<file path="src/rtl/reg_cmd_initiator.sv">
// Turns a valid/ready command stream into single-outstanding reg-bus transactions and returns
// the result on a valid/ready response stream; a watchdog converts hung transactions into errors.
module reg_cmd_initiator #(
  parameter int unsigned AW            = 32,
  parameter int unsigned DW            = 32,
  parameter int unsigned TimeoutCycles = 1024,
  parameter type req_t = struct packed {
    logic [AW-1:0]   addr;
    logic            write;
    logic [DW-1:0]   wdata;
    logic [DW/8-1:0] wstrb;
    logic            valid;
  },
  parameter type rsp_t = struct packed {
    logic [DW-1:0] rdata;
    logic          error;
    logic          ready;
  }
) (
  input  logic            src_clk_i,
  input  logic            src_rst_ni,
  input  logic            cmd_valid_i,
  output logic            cmd_ready_o,
  input  logic [AW-1:0]   cmd_addr_i,
  input  logic            cmd_write_i,
  input  logic [DW-1:0]   cmd_wdata_i,
  input  logic [DW/8-1:0] cmd_wstrb_i,
  output req_t            reg_req_o,
  input  rsp_t            reg_rsp_i,
  output logic            rsp_valid_o,
  input  logic            rsp_ready_i,
  output logic [DW-1:0]   rsp_rdata_o,
  output logic            rsp_error_o,
  output logic            rsp_timeout_o
);

  // Counter only ever needs to reach TimeoutCycles-1; it saturates instead of wrapping.
  localparam int unsigned CW = (TimeoutCycles > 1) ? $clog2(TimeoutCycles) : 1;
  localparam logic [CW-1:0] CntLast = CW'((TimeoutCycles > 0) ? TimeoutCycles - 1 : 0);
  localparam logic [CW-1:0] CntMax  = '1;

  typedef enum logic [1:0] {
    StIdle,
    StBusy,
    StOrphan
  } state_e;

  state_e          state_q, state_d;
  logic [CW-1:0]   cnt_q, cnt_d;
  logic [AW-1:0]   addr_q, addr_d;
  logic            write_q, write_d;
  logic [DW-1:0]   wdata_q, wdata_d;
  logic [DW/8-1:0] wstrb_q, wstrb_d;
  logic            rsp_valid_q, rsp_valid_d;
  logic [DW-1:0]   rsp_rdata_q, rsp_rdata_d;
  logic            rsp_error_q, rsp_error_d;
  logic            rsp_timeout_q, rsp_timeout_d;
  logic            cmd_ready;

  always_comb begin
    state_d       = state_q;
    cnt_d         = cnt_q;
    addr_d        = addr_q;
    write_d       = write_q;
    wdata_d       = wdata_q;
    wstrb_d       = wstrb_q;
    rsp_valid_d   = rsp_valid_q;
    rsp_rdata_d   = rsp_rdata_q;
    rsp_error_d   = rsp_error_q;
    rsp_timeout_d = rsp_timeout_q;
    cmd_ready     = 1'b0;

    if (rsp_valid_q && rsp_ready_i) begin
      rsp_valid_d = 1'b0;
    end

    case (state_q)
      StIdle: begin
        // The response slot may be freed and refilled by the next command in the same cycle.
        cmd_ready = !rsp_valid_q || rsp_ready_i;
        if (cmd_valid_i && cmd_ready) begin
          addr_d  = cmd_addr_i;
          write_d = cmd_write_i;
          wdata_d = cmd_wdata_i;
          wstrb_d = cmd_wstrb_i;
          cnt_d   = '0;
          state_d = StBusy;
        end
      end
      StBusy: begin
        if (reg_rsp_i.ready) begin
          rsp_valid_d   = 1'b1;
          rsp_rdata_d   = write_q ? '0 : reg_rsp_i.rdata;
          rsp_error_d   = reg_rsp_i.error;
          rsp_timeout_d = 1'b0;
          state_d       = StIdle;
        end else if ((TimeoutCycles != 0) && (cnt_q == CntLast)) begin
          rsp_valid_d   = 1'b1;
          rsp_rdata_d   = '0;
          rsp_error_d   = 1'b1;
          rsp_timeout_d = 1'b1;
          state_d       = StOrphan;
        end else if (cnt_q != CntMax) begin
          cnt_d = cnt_q + CW'(1);
        end
      end
      StOrphan: begin
        // Request stays asserted until the responder finally answers; that answer is dropped.
        if (reg_rsp_i.ready) begin
          state_d = StIdle;
        end
      end
      default: begin
        state_d = StIdle;
      end
    endcase
  end

  always_ff @(posedge src_clk_i or negedge src_rst_ni) begin
    if (!src_rst_ni) begin
      state_q       <= StIdle;
      cnt_q         <= '0;
      addr_q        <= '0;
      write_q       <= 1'b0;
      wdata_q       <= '0;
      wstrb_q       <= '0;
      rsp_valid_q   <= 1'b0;
      rsp_rdata_q   <= '0;
      rsp_error_q   <= 1'b0;
      rsp_timeout_q <= 1'b0;
    end else begin
      state_q       <= state_d;
      cnt_q         <= cnt_d;
      addr_q        <= addr_d;
      write_q       <= write_d;
      wdata_q       <= wdata_d;
      wstrb_q       <= wstrb_d;
      rsp_valid_q   <= rsp_valid_d;
      rsp_rdata_q   <= rsp_rdata_d;
      rsp_error_q   <= rsp_error_d;
      rsp_timeout_q <= rsp_timeout_d;
    end
  end

  always_comb begin
    reg_req_o       = '0;
    reg_req_o.addr  = addr_q;
    reg_req_o.write = write_q;
    reg_req_o.wdata = wdata_q;
    reg_req_o.wstrb = wstrb_q;
    reg_req_o.valid = (state_q != StIdle);
  end

  assign cmd_ready_o   = cmd_ready;
  assign rsp_valid_o   = rsp_valid_q;
  assign rsp_rdata_o   = rsp_rdata_q;
  assign rsp_error_o   = rsp_error_q;
  assign rsp_timeout_o = rsp_timeout_q;

endmodule

</file>
<file path="config.mk">
export PLATFORM = sky130hd
export DESIGN_NAME = reg_cmd_initiator
export DESIGN_NICKNAME = d
export VERILOG_FILES = /design/src/rtl/reg_cmd_initiator.sv
export SDC_FILE = /design/constraint.sdc
export NUM_CORES = 1
export LEC_CHECK = 0
export ABC_CLOCK_PERIOD_IN_PS = 2560
export CAP_MARGIN = 20
export CELL_PAD_IN_SITES_DETAIL_PLACEMENT = 0
export CELL_PAD_IN_SITES_GLOBAL_PLACEMENT = 1
export CORE_UTILIZATION = 32
export DETAILED_ROUTE_END_ITERATION = 6
export HOLD_SLACK_MARGIN = 0.05
export PLACE_DENSITY = 0.79
export RECOVER_POWER = 100
export SKIP_CTS_REPAIR_TIMING = 1
export SLEW_MARGIN = 20
export SYNTH_ARGS = -nofsm -noshare
export SYNTH_HDL_FRONTEND = slang
export SYNTH_SLANG_ARGS = --single-unit
</file>
<file path="constraint.sdc">
create_clock -name src_clk_i -period 2.56 [get_ports src_clk_i]
set_clock_uncertainty 0.15 [all_clocks]
set_input_delay 0.64 -clock src_clk_i [delete_from_list [all_inputs] [get_ports src_clk_i]]
set_output_delay 0.64 -clock src_clk_i [all_outputs]
set_load 0.05 [all_outputs]
</file>
==> impl_results.md <==
- Clock slew at reported path FFs: 0.05 ns
- Critical path fanouts, max: 2
- Hold crit path type: input pin to async pin
- Gr ovfl total: 0
- Switching Share: 40.5%
- Area after DPL: a little under 7000 µm²
- Mean number of vias per cell: 4.64
- Pwr Density: 1230 nW/µm²
- Cell Rows: 43
- Endpoint arrival time on the critical path: 1.71 ns
- Unique masters post-synth: 40
- Num CTS Buffers: 17
- Commonest non-fill, non-tap cell in the layout: sky130_fd_sc_hd__dfrtp_1
- Total non-filler cell area in the finished layout: 7470 µm²
- Global placer's final weighted congestion: 0.800
- Met2 wire length: around 5400 µm
- Fraction of the cycle the final worst path needs: approximately 98%
- Kind of end point of the critical path: primary output
- Comb pwr share: 43.0%
- DIE WIDTH: 121 µm
- Longest Clk Path Bufs: 2
- Critical Setup Path Class: input pin to primary output
- Flip-flop and latch count after synthesis: about 120
- Area of the core: 13,800 µm²
- Total number of clock tree sinks: between 100 and 150
- Port buffer count: roughly 210
- Net count reported at finish: 637
- Ratio of cells with drive above 1 in the final layout: 19.9%
- Instance count of the mapped netlist: 300
- Leakage power total: 3.27 nW
- Detailed-routing iteration count for the pre-antenna-repair pass: 5
- Top metal layer carrying routed signals: met4
- Amount of wire on met3 after detailed routing: approximately 940 µm
- Insertion delay to the later sink of the worst-skew pair: 0.40 ns
- Aggregate routed wire length: 11,200 µm
- Die Outline Area: around 15,000 µm²
- Post-synthesis sequential area ratio: between 60% and 70%
- Warnings, synthesis: 0
- Peak supply drop: ~460 µV
- Number of maximum-capacitance constraint violations: 0
- Top-Level Pins: between 200 and 250
- HPWL after DPL: 8300 µm
- Sequential Power Share: a little under a third
- Commonest non-fill, non-tap cells in the layout: sky130_fd_sc_hd__dfrtp_1, sky130_fd_sc_hd__clkdlybuf4s50_1, sky130_fd_sc_hd__dlygate4sd3_1
- Post-synthesis average cell area: 15.1 µm²
- Worst slew pin tran: 1.15 ns
- Max-slew violation total from the final report: 0
- Final critical-path required period: 2.50 ns
- Worst slew slack as a fraction of its limit: 23.6%
- Outcome: completed
- Metal-1 WL: 4790 µm
- Total internal power: between 5 and 6 mW
- Netlist area before placement: 4530 µm²
- Area of combinational cells with multiple inputs: 1450 µm²
- CTS tree: built
- Final count of negative-setup-slack endpoints: 0
- Clock H-tree levels: 4
- Kind of start point of the critical path: input pin
- Total of fill cells in the finished design: ~1,200
- Buffer type at the clock tree root: sky130_fd_sc_hd__clkbuf_16
- Register area: 2900 µm²
- Worst hold-check slack: 0.192 ns
- Data required time of the critical path: 1.77 ns
- Number of antenna repair diodes: 0
- Die height: 121 µm
- Number of hold violations in the final report: 0
- Clock group share of total power: a little over a quarter
- Routed via count: 3,350
- Switching component of the power: 3.74 mW
- Total GRT Usage: 15.9%
- DR DRC count: 0
- Drt wl/cell: between 15 and 20 µm
- Effective utilization at floorplan: 32.8%
- Antenna violations before repair: 0
- Net count of the mapped netlist: 408
- Maximum achievable frequency: 400 MHz
- Growth of design area from synthesis to finish: 64.7%
- Number of global-route vias before repair: 3,507
- Remaining antenna violation count: 0
- Global-route wire length before repair: approximately 18,000 µm
- Unrepaired setup endpoints after global routing: false
- DRC marker count from the first detailed-route iteration: 170
- Largest net degree at the start of global routing: 50
-- synth_stat cells (all sizes together) --
library cell / n / share of area, %
or2: 1 / 0.14
clkbuf: 3 / 0.25
nand4: 2 / 0.28
nor3: 3 / 0.33
a22o: 32 / 6.2
nand3: 5 / 0.66
or3: 1 / 0.14
nand2: 9 / 0.80
nor4: 1 / 0.47
nor2: 2 / 0.17
or4: 1 / 0.17
or3b: 1 / 0.19
mux2i: 1 / 0.22
nor2b: 2 / 0.33
and4: 2 / 0.39
buf: 13 / 2.2
a21oi: 5 / 0.55
a211o: 2 / 0.39
clkinv: 1 / 0.083
nand2b: 2 / 0.28
inv: 6 / 0.50
ha: 1 / 0.28
o21ai: 2 / 0.30
a2bb2oi: 1 / 0.19
a21boi: 1 / 0.17
a41oi: 2 / 0.39
mux2: 70 / 18
dfrtp: 116 / 64
and2b: 1 / 0.17
and3: 2 / 0.28
a31oi: 6 / 0.83
o211ai: 3 / 0.50
-- path summary, 6_finish.rpt --
check / startpoint / endpoint / slack, ns / depth (start not counted)
setup / recovery: rsp_ready_i / cmd_ready_o / 0.06 / 4
max in group asynchronous: src_rst_ni / wdata_q[8] / 0.44 / 2
setup reg to reg: cnt_q[1] / rsp_rdata_o[21] / 0.22 / 6
min in group src_clk_i: wdata_q[29] / wdata_q[29] / 0.34 / 1
hold reg to reg: wdata_q[29] / wdata_q[29] / 0.34 / 1
hold / removal: src_rst_ni / rsp_rdata_o[5] / 0.19 / 1
-- through the flow --
step | worst slack (ns) | power, mW | std cells | utilization [%] | setup TNS [ns]
finish | 0.0628 | 9.22 | 722 | 54.0 | 0
global route | 0.0259 | 9.62 | 722 | 54.0 | 0
floorplan | 0.140 | 5.50 | 300 | - | 0
global placement | 0.138 | 7.02 | 690 | 50.3 | 0
detailed placement | 0.109 | 7.08 | 690 | 50.3 | 0
CTS | -0.0538 | 9.62 | 722 | 54.8 | -0.0538
-- critical path, cell delays in order --
cell and delay [ns]:
sky130_fd_sc_hd__dlygate4sd3_1 0.53, sky130_fd_sc_hd__nand2b_1 0.16, sky130_fd_sc_hd__nor2b_2 0.16, sky130_fd_sc_hd__clkbuf_4 0.21
-- per-layer routing --
metal	track usage, %	vias to the layer above
met5	0	-
met4	5.56	0
met3	5.69	7
met1	19.6	1614
li1	-	1569
met2	25.5	160
-- registers in the layout, indices dropped and copies added (netlist names) --
name           count
write_q            1
cnt_q             10
wdata_q           32
rsp_rdata_o       32
rsp_error_o        1
rsp_timeout_o      1
addr_q            32
wstrb_q            4
rsp_valid_o        1
state_q            2
-- cell type report --
type,count,share of cell area [%]
clock inverters,9,2.01
flip-flops and latches,116,38.9
clock buffers,23,6.40
repair buffers,226,29.9
well taps,180,3.02
multi-input cells,161,19.5
inverters,7,0.352
-- kinds of logic after synthesis --
family	count (synthesis)	share of synthesized area (%)
DFF	116	64.0
AOI/OAI and AO/OA	54	9.49
buffers and inverters	23	3.01
muxes	71	18.4
and+or+nand+nor	35	4.77
adders and majority gates	1	0.276
-- power by group through the flow --
stage	clock network [mW]	logic [mW]	registers [mW]
after floorplan	0	0.854	4.65
after global placement	0	4.22	2.79
after detailed placement	0	4.27	2.81
after CTS	2.54	4.27	2.80
after global routing	2.63	4.14	2.85
final	2.49	3.96	2.77
Power figures use the tool's default switching activity.
